[src/rtl/fazyrv_bus_arb.sv]
// -----------------------------------------------------------------------------
// fazyrv_bus_arb
//
// Shares a single Wishbone classic master port between the fazyrv core's
// instruction fetch port (imem) and its load/store port (dmem). One requester
// owns the bus at a time. The grant is held until the slave terminates the
// cycle (ack/err), the owner drops its strobe, or the optional watchdog fires.
// Every grant is followed by exactly one IDLE cycle before the next grant.
//
// Parameters
//   PRIO     "DMEM" : dmem wins when both request; "RR" : alternate on ties
//   TIMEOUT  0      : bus cycles without ack/err before an error is returned
//                     to the owner; 0 disables the watchdog
//   AW       32     : address width
//
// Ports
//   clk_i, rst_i                 clock (rising edge), synchronous reset (high)
//   imem_stb_i / imem_adr_i      fetch request and address
//   imem_dat_o / _ack_o / _err_o fetch read data, done, bus error/timeout
//   dmem_stb_i / _we_i / _be_i   data request, write enable, byte enables
//   dmem_adr_i / _dat_i          data address, write data
//   dmem_dat_o / _ack_o / _err_o data read data, done, bus error/timeout
//   wb_cyc_o .. wb_dat_o         registered Wishbone master outputs
//   wb_dat_i / _ack_i / _err_i   Wishbone slave response
// -----------------------------------------------------------------------------
module fazyrv_bus_arb #(
  parameter string PRIO    = "DMEM",
  parameter int    TIMEOUT = 0,
  parameter int    AW      = 32
) (
  input  logic          clk_i,
  input  logic          rst_i,

  input  logic          imem_stb_i,
  input  logic [AW-1:0] imem_adr_i,
  output logic [31:0]   imem_dat_o,
  output logic          imem_ack_o,
  output logic          imem_err_o,

  input  logic          dmem_stb_i,
  input  logic          dmem_we_i,
  input  logic [3:0]    dmem_be_i,
  input  logic [AW-1:0] dmem_adr_i,
  input  logic [31:0]   dmem_dat_i,
  output logic [31:0]   dmem_dat_o,
  output logic          dmem_ack_o,
  output logic          dmem_err_o,

  output logic          wb_cyc_o,
  output logic          wb_stb_o,
  output logic          wb_we_o,
  output logic [3:0]    wb_sel_o,
  output logic [AW-1:0] wb_adr_o,
  output logic [31:0]   wb_dat_o,
  input  logic [31:0]   wb_dat_i,
  input  logic          wb_ack_i,
  input  logic          wb_err_i
);

  localparam bit PRIO_RR = (PRIO == "RR");

  // Counter wide enough to hold TIMEOUT; kept at one bit when disabled.
  localparam int             CW       = (TIMEOUT > 0) ? $clog2(TIMEOUT + 1) : 1;
  localparam logic [CW-1:0]  CNT_LAST = CW'((TIMEOUT > 0) ? TIMEOUT - 1 : 0);

  typedef enum logic [1:0] {
    S_IDLE  = 2'd0,
    S_GNT_I = 2'd1,
    S_GNT_D = 2'd2
  } state_t;

  state_t          r_state;
  state_t          w_state_nxt;
  logic            r_last_d;   // round-robin pointer: 1 = dmem was granted last
  logic            r_we;
  logic [3:0]      r_sel;
  logic [AW-1:0]   r_adr;
  logic [31:0]     r_dat;
  logic [CW-1:0]   r_cnt;

  logic            w_any_req;
  logic            w_pick_d;
  logic            w_gnt_stb;
  logic            w_bus_ack;
  logic            w_bus_err;
  logic            w_tmo;
  logic            w_err;
  logic            w_done;

  // ---------------------------------------------------------------------------
  // Arbitration decision (only used in IDLE)
  // ---------------------------------------------------------------------------
  assign w_any_req = imem_stb_i | dmem_stb_i;

  // NOTE: every signal written in an always_comb gets a default first so no
  // path leaves it unassigned; otherwise synthesis infers a latch.
  always_comb begin
    w_pick_d = 1'b0;
    if (dmem_stb_i && !imem_stb_i) begin
      w_pick_d = 1'b1;
    end else if (dmem_stb_i && imem_stb_i) begin
      // On a tie, RR grants whoever did not own the bus last.
      w_pick_d = PRIO_RR ? !r_last_d : 1'b1;
    end
  end

  // ---------------------------------------------------------------------------
  // Termination of the current grant
  // ---------------------------------------------------------------------------
  // Strobe of the current owner; low means the owner withdrew, and any slave
  // response arriving then is ignored.
  assign w_gnt_stb = ((r_state == S_GNT_I) && imem_stb_i) ||
                     ((r_state == S_GNT_D) && dmem_stb_i);

  // err beats ack when the slave raises both.
  assign w_bus_err = w_gnt_stb && wb_err_i;
  assign w_bus_ack = w_gnt_stb && wb_ack_i && !wb_err_i;

  // Watchdog fires in the TIMEOUT-th grant cycle unless the slave answers
  // in that very cycle.
  assign w_tmo  = (TIMEOUT > 0) && w_gnt_stb && (r_cnt == CNT_LAST) &&
                  !wb_ack_i && !wb_err_i;
  assign w_err  = w_bus_err || w_tmo;
  assign w_done = w_bus_ack || w_err;

  // ---------------------------------------------------------------------------
  // Next-state logic
  // ---------------------------------------------------------------------------
  always_comb begin
    w_state_nxt = r_state;
    unique case (r_state)
      S_IDLE: begin
        if (w_any_req) begin
          w_state_nxt = w_pick_d ? S_GNT_D : S_GNT_I;
        end
      end
      S_GNT_I, S_GNT_D: begin
        if (!w_gnt_stb || w_done) begin
          w_state_nxt = S_IDLE;
        end
      end
      default: w_state_nxt = S_IDLE;
    endcase
  end

  // ---------------------------------------------------------------------------
  // State, RR pointer, captured bus request and watchdog counter
  // ---------------------------------------------------------------------------
  // NOTE: reset is synchronous: rst_i is only looked at on the clock edge, so
  // it sits inside the clocked block rather than in the sensitivity list.
  always_ff @(posedge clk_i) begin
    if (rst_i) begin
      r_state  <= S_IDLE;
      r_last_d <= 1'b0;
      r_we     <= 1'b0;
      r_sel    <= '0;
      r_adr    <= '0;
      r_dat    <= '0;
      r_cnt    <= '0;
    end else begin
      // NOTE: clocked state uses non-blocking assignments so every register
      // samples the values from before this edge, independent of order.
      r_state <= w_state_nxt;
      if (r_state == S_IDLE) begin
        if (w_any_req) begin
          // Capture the winner's request; it stays on the bus unchanged.
          r_last_d <= w_pick_d;
          r_cnt    <= '0;
          if (w_pick_d) begin
            r_we  <= dmem_we_i;
            r_sel <= dmem_be_i;
            r_adr <= dmem_adr_i;
            r_dat <= dmem_dat_i;
          end else begin
            r_we  <= 1'b0;
            r_sel <= 4'hF;
            r_adr <= imem_adr_i;
            r_dat <= '0;
          end
        end
      end else if (w_state_nxt == S_IDLE) begin
        r_we  <= 1'b0;
        r_sel <= '0;
        r_adr <= '0;
        r_dat <= '0;
      end else if (r_cnt != '1) begin
        r_cnt <= r_cnt + 1'b1;
      end
    end
  end

  // ---------------------------------------------------------------------------
  // Outputs
  // ---------------------------------------------------------------------------
  assign wb_cyc_o = (r_state != S_IDLE);
  assign wb_stb_o = (r_state != S_IDLE);
  assign wb_we_o  = r_we;
  assign wb_sel_o = r_sel;
  assign wb_adr_o = r_adr;
  assign wb_dat_o = r_dat;

  // Read data is passed straight through; the ack qualifies it.
  assign imem_dat_o = wb_dat_i;
  assign dmem_dat_o = wb_dat_i;

  // A cycle being abandoned by reset reports nothing.
  assign imem_ack_o = !rst_i && (r_state == S_GNT_I) && w_bus_ack;
  assign imem_err_o = !rst_i && (r_state == S_GNT_I) && w_err;
  assign dmem_ack_o = !rst_i && (r_state == S_GNT_D) && w_bus_ack;
  assign dmem_err_o = !rst_i && (r_state == S_GNT_D) && w_err;

endmodule

[config.mk]
export PLATFORM = sky130hd
export DESIGN_NAME = fazyrv_bus_arb
export DESIGN_NICKNAME = d
export VERILOG_FILES = /design/src/rtl/fazyrv_bus_arb.sv
export SDC_FILE = /design/constraint.sdc
export NUM_CORES = 1
export LEC_CHECK = 0
export ABC_AREA = 1
export BUFFER_PORTS_ARGS = -buffer_cell sky130_fd_sc_hd__buf_2
export CAP_MARGIN = 5
export CORE_MARGIN = 5
export CORE_UTILIZATION = 37
export DETAILED_ROUTE_END_ITERATION = 8
export MAX_ROUTING_LAYER = met4
export PLACE_DENSITY = 0.78
export SYNTH_ARGS = -nofsm -noshare
export SYNTH_HDL_FRONTEND = slang
export SYNTH_SLANG_ARGS = --single-unit
[constraint.sdc]
create_clock -name clk_i -period 1.8 [get_ports clk_i]
set_clock_uncertainty 0.2 [all_clocks]
set_input_delay 0.27 -clock clk_i [delete_from_list [all_inputs] [get_ports clk_i]]
set_output_delay 0.27 -clock clk_i [all_outputs]
set_load 0.01 [all_outputs]
==> impl_metrics.py, run 1 <==
metrics = {
    "status": {
        "outcome": "finished, violations left",
        "violations": "setup timing",
    },
    "clock_tree": {
        "cts.sinks": 71,
        "cts_max_level": 3,
        "cts_buffer_depth": 2,
        "clk_pin_slew_ns": 0.07,
        "cts_buffers": 9,
        "cts_tree": "built",
        "clkLatencyLatePin_ns": 0.34,
        "ctsRootBufferMaster": "clkbuf_8",
    },
    "synthesis": {
        "synth_ff_type": "dfxtp_1",
        "netlist_instances": 507,
        "ys_warn_count": 0,
        "synth_area_um2": 3690,
        "synth_top_area_share_pct": 38.6,
        "ys_seq_area_share_pct": 38.6,
        "postSynthAreaPerCell_um2": 7.27,
        "synth-edff-count": 0,
        "synth_area_leaders": "dfxtp_1 39%, nand2_1 14%, buf_4 14%, a21oi_1 8.8%, nand3_1 7.9%",
        "ys_ff_latch": 71,
        "ys_async_sr_fraction_pct": 0,
        "synthDistinctLibCells": 22,
        "synth_top_area_cell": "dfxtp_1",
        "syn_nets": 650,
    },
    "place": {
        "post-place-ws_ns": -0.129,
        "gp_congestion": 0.783,
        "placed_cell_area_um2": 4290,
        "dp.cells": 740,
        "port_buffers": 181,
        "post-dp-hpwl_um": 8000,
    },
    "worst_setup_path": {
        "critPathSlowestCell": "dfxtp_4",
        "worstSetupPathType": "reg -> reg",
        "cp_top_family": "simple AND/OR/NAND/NOR gates",
        "end_kind": "flop",
        "critPathArrivalTime_ns": 2.15,
        "cp_cell_sequence": "inv_2 > buf_6 > ha_4 > nand2_2 > inv_2 > nand3_4 > nand2_4 > nand2_4 > nand3_4 > clkbuf_16 > nand3b_1 > nand2_1 > nor2_1",
        "crit_required_ns": 1.83,
        "critPathMaxFanout": 8,
        "critPathBufInv": 4,
        "slowest_delay_ns": 0.37,
        "startpoint_type": "flop",
    },
    "route": {
        "drtPass1Iterations": 5,
        "viasPerCell": 4.85,
        "drtIter0Drc": 192,
        "ant_nets": 0,
        "wl_um": 13000,
        "drc": 0,
        "num_vias": 3906,
        "wl_per_cell_um": 16.2,
    },
    "die": {
        "die-area_um2": 12100,
        "initial_utilization_pct": 37.9,
        "die_w_um": 110,
        "ios": 278,
        "die_h_um": 110,
        "rows": 36,
        "core_area_um2": 9730,
    },
    "sta": {
        "hold_violations": 0,
        "rsz0062_at_grt": "yes",
        "max_freq_mhz": 473,
        "timing.slew.headroom_pct": 64.4,
        "period_share_pct": 117,
        "fin_ws_ns": -0.312,
        "tns_ns": -16.53,
        "maxSlewViolCount": 0,
        "period_minus_slack_ns": 2.11,
        "worst_slew_pin_slew_ns": 0.534,
        "final-setup-viol-count": 75,
    },
    "pwr": {
        "p_sw_share_pct": 32.0,
        "powerDensity_nw_per_um2": 799,
        "peakVddDrop_mv": 0.419,
        "p_leak_nw": 2.59,
        "netSwitchingPower_mw": 1.40,
        "combPwrFrac_pct": 31.8,
        "internal_power_mw": 2.96,
        "p_seq_share_pct": 41.2,
        "clkPwrFrac_pct": 26.9,
    },
    "final_layout": {
        "finalNonFillerCells": 806,
        "postLayoutCellArea_um2": 5450,
        "area_growth_pct": 47.8,
        "fillCellCount": 882,
        "finalNetCount": 811,
        "drive_above_1_share_pct": 43.6,
    },
    "job": {
        "cap_violations": 0,
    },
    "global_routing": {
        "grt_overflow": 0,
        "grt_antenna_before_repair": 1,
        "grt_util_all_layers_pct": 19.5,
        "grt_max_degree": 34,
        "grt_pass1_vias": 3811,
        "grt_pass1_wl_um": 17900,
    },
    "min_path": {
        "hold_path.class": "in -> reg",
    },
}
-- registers in the layout, summed over array words and instances, names as in the netlist --
signal,flops
wb_dat_o,32
wb_we_o,1
r_state,2
wb_adr_o,32
wb_sel_o,4
-- metrics by stage --
stage / hold WS (ns) / util, % / power [mW]
6_report: 0.0318 / 56.0 / 4.35
5_1_grt: 0.0410 / 56.0 / 4.60
4_1_cts: 0.0165 / 51.0 / 4.15
3_5_place_dp: 0.268 / 44.1 / 2.85
3_3_place_gp: 0.261 / 44.1 / 2.82
2_1_floorplan: 0.217 / - / 2.56
-- cell type report --
class,count,area (um^2),share of cell area [%]
well taps,133,166,3.05
inverters,11,47.5,0.873
flip-flops and latches,71,1430,26.2
diodes,1,2.50,0.0459
repair buffers,248,1710,31.4
clock buffers,15,176,3.24
multi-input cells,327,1910,35.1
-- cell usage in the layout, fill, tap and decap left out, drive strengths merged --
| cell type | count |
|---|---|
| a21oi | 65 |
| inv | 10 |
| dlygate4sd3 | 33 |
| a22oi | 4 |
| nor3 | 4 |
| ha | 4 |
| bufbuf | 1 |
| nand3b | 9 |
| buf | 209 |
| nand3 | 61 |
| diode | 1 |
| nor2 | 22 |
| clkbuf | 20 |
| o21ai | 6 |
| a22o | 8 |
| nand2 | 144 |
| clkinv | 1 |
| dfxtp | 71 |
-- synth_stat cells (4+ instances only) --
cell and count:
nor3_1 4, nor2_1 21, buf_6 7, a21oi_1 65, nand3b_1 9, a22oi_1 4, buf_2 8, inv_1 8
nand3_1 58, clkbuf_1 18, o21ai_0 5, buf_4 67, dfxtp_1 71, ha_1 4, a22o_1 8, nand2_1 141
-- worst reg2reg max path, stage by stage (launching register included) --
cell and delay, ns:
dfxtp_4 0.37, inv_2 0.06, buf_6 0.12, ha_4 0.26, nand2_2 0.05, inv_2 0.07
nand3_4 0.08, nand2_4 0.10, nand2_4 0.08, nand3_4 0.19, clkbuf_16 0.23, nand3b_1 0.08
nand2_1 0.06, nor2_1 0.05
-- timing repair --
action / CTS / global route
buffers inserted: 4 / 3
hold buffers: 33 / 0
cloned: 2 / 8
gates resized for setup: 28 / 63
endpoints found under the hold margin: 33 / 0
pin swaps: 3 / 24
endpoints found under the setup margin: 75 / 75
-- final timing paths --
kind | end | start | slack, ns | cells after the start
min | wb_sel_o[3] | dmem_be_i[3] | 0.03 | 3
max | wb_adr_o[5] | r_state[1] | -0.31 | 13
min reg2reg | wb_adr_o[12] | wb_adr_o[12] | 0.28 | 2
max reg2reg | wb_adr_o[5] | r_state[1] | -0.31 | 13
-- per-layer routing --
layer | share of wire (%) | GRT usage, % | vias to the layer above
li1 | - | - | 1924
met3 | 7.5 | 3.46 | 37
met1 | 39 | 21.2 | 1746
met2 | 51 | 34.0 | 199
met4 | 2.9 | 9.62 | 0
met5 | 0 | - | -
-- kinds of logic (layout without fill, tap and decap cells) --
kind of cell	after synthesis	after routing	share of synthesized area [%]
AOI/OAI and AO/OA	83	83	12.4
adders and majority gates	4	4	1.36
buffers and inverters	111	274	19.8
DFF	71	71	38.6
other	0	1	0
and+or+nand+nor	238	240	27.9
-- power groups by stage --
stage	Sequential [mW]	Combinational, mW	Clock (mW)
finish	1.80	1.39	1.17
floorplan	1.88	0.687	0
global route	1.81	1.50	1.29
global placement	1.81	1.01	0
CTS	1.78	1.16	1.20
detailed placement	1.82	1.04	0
Note: power is estimated with default switching activity, not from simulation.
==> run 2: changes to the inputs <==
Settings changed: RECOVER_POWER set to 50.
==> impl_metrics.py, run 2 (synthesized netlist as in run 1, its figures left out) <==
metrics = {
    "status": {
        "outcome": "finished, violations left",
        "violations": "setup timing",
    },
    "sta": {
        "rsz0062_at_grt": "yes",
        "period_minus_slack_ns": 2.11,
        "fin_hold_ws_ns": 0.0319,
        "worst_slew_pin_slew_ns": 0.535,
        "fin_ws_ns": -0.308,
        "period_share_pct": 117,
        "maxSlewViolCount": 0,
        "max_freq_mhz": 474,
        "tns_ns": -16.21,
        "final-setup-viol-count": 75,
        "hold_violations": 0,
        "timing.slew.headroom_pct": 64.3,
    },
    "route": {
        "wl_um": 13000,
        "viasPerCell": 4.84,
        "drc": 0,
        "ant_nets": 0,
        "num_vias": 3901,
        "drtIter0Drc": 192,
        "wl_per_cell_um": 16.1,
        "drtPass1Iterations": 4,
    },
    "worst_setup_path": {
        "critPathMaxFanout": 8,
        "worstSetupPathType": "reg -> reg",
        "end_kind": "flop",
        "crit_required_ns": 1.83,
        "cp_cell_sequence": "inv_2 > buf_6 > ha_4 > nand2_2 > inv_2 > nand3_4 > nand2_4 > nand2_4 > nand3_4 > clkbuf_16 > nand3b_1 > nand2_1 > nor2_1",
        "startpoint_type": "flop",
        "critPathArrivalTime_ns": 2.14,
        "slowest_delay_ns": 0.37,
        "critPathSlowestCell": "dfxtp_4",
    },
    "final_layout": {
        "layout_commonest_cell": "buf_2",
        "finalNetCount": 811,
        "drive_above_1_share_pct": 43.2,
        "final_core_util_pct": 56.0,
        "area_growth_pct": 47.7,
        "final_cell_mix": "176 x buf_2, 136 x nand2_1, 69 x dfxtp_1",
        "postLayoutCellArea_um2": 5450,
    },
    "place": {
        "gp_congestion": 0.783,
        "post-dp-hpwl_um": 8000,
        "port_buffers": 181,
        "placed_cell_area_um2": 4290,
        "post-place-ws_ns": -0.129,
    },
    "job": {
        "cap_violations": 0,
    },
    "die": {
        "die-area_um2": 12100,
        "ios": 278,
        "core_area_um2": 9730,
        "rows": 36,
        "die_h_um": 110,
        "die_w_um": 110,
        "initial_utilization_pct": 37.9,
    },
    "clock_tree": {
        "cts_buffer_depth": 2,
        "cts.sinks": 71,
        "cts_buffers": 9,
        "clk_pin_slew_ns": 0.07,
        "ctsRootBufferMaster": "clkbuf_8",
        "cts_max_level": 3,
        "clkLatencyLatePin_ns": 0.34,
        "cts_tree": "built",
    },
    "global_routing": {
        "grt_antenna_before_repair": 1,
        "grt_pass1_wl_um": 17900,
        "grt_max_degree": 34,
        "grt_overflow": 0,
        "grt_util_all_layers_pct": 19.5,
        "grt_pass1_vias": 3811,
    },
    "pwr": {
        "powerDensity_nw_per_um2": 800,
        "peakVddDrop_mv": 0.419,
        "p_leak_nw": 2.58,
    },
    "min_path": {
        "hold_path.class": "in -> reg",
    },
}
[run 2: changes by cell type in the layout (fill, tap and decap cells not counted), sizes merged]
cell,before,now
buf,209,206
clkbuf,20,23
[run 2: repair_timing]
action,CTS,global route
setup buffers,4,3
hold endpoints to repair,33,0
gates cloned,2,8
endpoints found under the setup margin,75,75
pin swaps,3,24
hold buffers,33,0
resized for setup,28,63
[run 2: area by class of cell]
cell class	instances	area, um^2
multi-input cells	327	1910
flip-flops and latches	71	1430
inverters	11	47.5
diodes	1	2.50
well taps	133	166
clock buffers	15	176
repair buffers	248	1710
fillers	884	4280
[run 2: where the power goes]
part,internal [mW],switching [mW],leakage [nW]
registers,1.71,0.0856,0.586
clock network,0.609,0.564,0.0898
logic,0.638,0.745,1.90
[run 2: stage by stage]
| stage | std cells | total power, mW |
|---|---|---|
| 6_report | 806 | 4.35 |
| 5_1_grt | 806 | 4.60 |
| 4_1_cts | 794 | 4.15 |
| 3_5_place_dp | 740 | 2.85 |
| 3_3_place_gp | 740 | 2.82 |
| 2_1_floorplan | 507 | 2.56 |
[run 2: critical path: cells and delay by family, from the launching register on]
family,cells,cell delay [ns]
fa+ha+maj,1,0.26
buf+inv,4,0.48
flops,1,0.37
simple gates,8,0.68
[run 2: worst paths after layout]
| check | startpoint | endpoint | slack, ns | cells past startpoint |
|---|---|---|---|---|
| setup / recovery | r_state[1] | wb_adr_o[5] | -0.31 | 13 |
| hold reg to reg | wb_sel_o[3] | wb_sel_o[3] | 0.28 | 2 |
| setup reg to reg | r_state[1] | wb_adr_o[5] | -0.31 | 13 |
| hold / removal | dmem_be_i[3] | wb_sel_o[3] | 0.03 | 3 |
[run 2: metal layers]
layer,vias to the layer above,GRT usage [%],wire (um)
li1,1925,-,-
met1,1739,21.2,5030
met2,197,34.0,6600
met3,40,3.46,988
met4,0,9.62,394
met5,-,-,0
==> run 3: changes to the inputs <==
Settings changed: ABC_CLOCK_PERIOD_IN_PS set to 1800, MAX_ROUTING_LAYER met4 to not set, SETUP_SLACK_MARGIN set to 0.1.
==> impl_metrics.py, run 3 (synthesized netlist as in run 1, its figures left out) <==
metrics = {
    "final_layout": {
        "area_growth_pct": 46.2,
        "final_cell_mix": "176 x buf_2, 135 x nand2_1, 69 x dfxtp_1",
        "drive_above_1_share_pct": 43.7,
        "layout_commonest_cell": "buf_2",
        "num_antenna_cells": 0,
        "finalNetCount": 808,
        "finalNonFillerCells": 803,
    },
    "pwr": {
        "peakVddDrop_mv": 0.415,
        "powerDensity_nw_per_um2": 872,
        "power_mw": 4.70,
        "p_leak_nw": 2.58,
    },
    "place": {
        "post-place-ws_ns": -0.0754,
        "port_buffers": 181,
        "post-dp-hpwl_um": 7910,
        "dp.cells": 736,
        "gp_congestion": 0.798,
    },
    "worst_setup_path": {
        "timing.rr.start": "r_state[1]",
        "worstSetupStartpoint": "r_state[1]",
        "worstSetupPathType": "reg -> reg",
        "crit_required_ns": 1.88,
        "startpoint_type": "flop",
        "critPathMaxFanout": 6,
        "critPathArrivalTime_ns": 2.15,
        "end_kind": "flop",
    },
    "clock_tree": {
        "cts_max_level": 3,
        "cts.sinks": 71,
        "cts_buffers": 9,
        "clkLatencyLatePin_ns": 0.34,
        "clk_pin_slew_ns": 0.08,
        "ctsRootBufferMaster": "clkbuf_8",
        "cts_buffer_depth": 2,
        "cts_tree": "built",
    },
    "route": {
        "drc": 0,
        "ant_nets": 0,
        "num_vias": 3890,
        "drtPass1Iterations": 4,
        "wl_um": 12300,
        "wl_per_cell_um": 15.3,
        "viasPerCell": 4.84,
        "drtIter0Drc": 254,
    },
    "global_routing": {
        "grt_overflow": 0,
        "grt_pass1_vias": 3848,
        "grt_pass1_wl_um": 18200,
        "grt_max_degree": 45,
        "grt_antenna_before_repair": 0,
        "grt_util_all_layers_pct": 19.4,
    },
    "sta": {
        "hold_violations": 0,
        "rsz0062_at_grt": "yes",
        "fin_ws_ns": -0.265,
        "worst_slew_pin_slew_ns": 0.465,
        "period_minus_slack_ns": 2.06,
        "final-setup-viol-count": 75,
        "max_freq_mhz": 484,
        "maxSlewViolCount": 0,
        "period_share_pct": 115,
        "timing.slew.headroom_pct": 69.0,
    },
    "die": {
        "die_h_um": 110,
        "rows": 36,
        "initial_utilization_pct": 37.9,
        "die-area_um2": 12100,
        "die_w_um": 110,
        "core_area_um2": 9730,
        "ios": 278,
    },
    "status": {
        "outcome": "finished, violations left",
        "violations": "setup timing",
    },
    "min_path": {
        "hold_path.class": "in -> reg",
        "min_from": "dmem_be_i[3]",
    },
    "job": {
        "cap_violations": 0,
    },
}
==> run 3: cell types whose count changed in the layout (fill, tap and decap cells not counted), sizes merged <==
cell,previous run,this run
bufbuf,1,0
buf,206,210
nand3,61,59
clkinv,1,3
diode,1,0
bufinv,0,3
clkinvlp,0,1
clkbuf,23,14
==> run 3: final timing paths <==
path / slack (ns) / cells after the start / to
min reg2reg: 0.27 / 2 / wb_adr_o[0]
max reg2reg: -0.26 / 13 / wb_dat_o[28]
min: 0.03 / 3 / wb_sel_o[3]
max: -0.26 / 13 / wb_dat_o[28]
==> run 3: where the power goes <==
group          switching (mW)  internal (mW)  leakage, nW
clock                   0.607          0.953        0.122
sequential             0.0788           1.71        0.586
combinational           0.721          0.630         1.87
total                    1.41           3.29         2.58
==> run 3: layout make-up <==
cell class                      count  area, um^2
Multi-Input combinational cell    325        1830
Clock inverter                      6         108
Sequential cell                    71        1430
Clock buffer                       10         138
Timing Repair Buffer              247        1670
Fill cell                         901        4340
Tap cell                          133         166
Inverter                           11        48.8
==> run 3: through the flow <==
| step | cell area [um^2] | TNS, ns | hold WS (ns) | utilization, % |
|---|---|---|---|---|
| after floorplan | 3730 | 0 | 0.217 | - |
| after global placement | 4300 | 0 | 0.262 | 44.2 |
| after detailed placement | 4300 | -2.97 | 0.272 | 44.2 |
| after CTS | 5160 | -7.93 | 0.0123 | 53.1 |
| after global routing | 5390 | -18.81 | 0.0166 | 55.4 |
| final | 5390 | -12.99 | 0.0309 | 55.4 |
==> run 3: worst max-delay path, stage by stage (launching register included) <==
cell and delay, ns:
dfxtp_2 0.37, inv_2 0.06, buf_6 0.12, ha_4 0.27, nand2_2 0.06, inv_2 0.05, nand3_2 0.07, nand2_2 0.11
nand2_4 0.06, nand3_4 0.13, buf_6 0.16, buf_16 0.12, nand3_1 0.07, a21oi_1 0.16
==> run 3: metal layers <==
metal,wire (um),track usage [%],share of wire (%)
met5,0,0,0
met4,419,11.3,3.4
met3,971,5.17,7.9
met2,6260,34.1,51
met1,4660,20.8,38
==> run 3: what timing repair did <==
item	4_1_cts	5_1_grt
pin swaps	4	22
buffers inserted	10	4
gates cloned	4	1
hold endpoints to repair	33	0
hold buffers	33	0
resized for setup	28	46
endpoints found under the setup margin	74	76
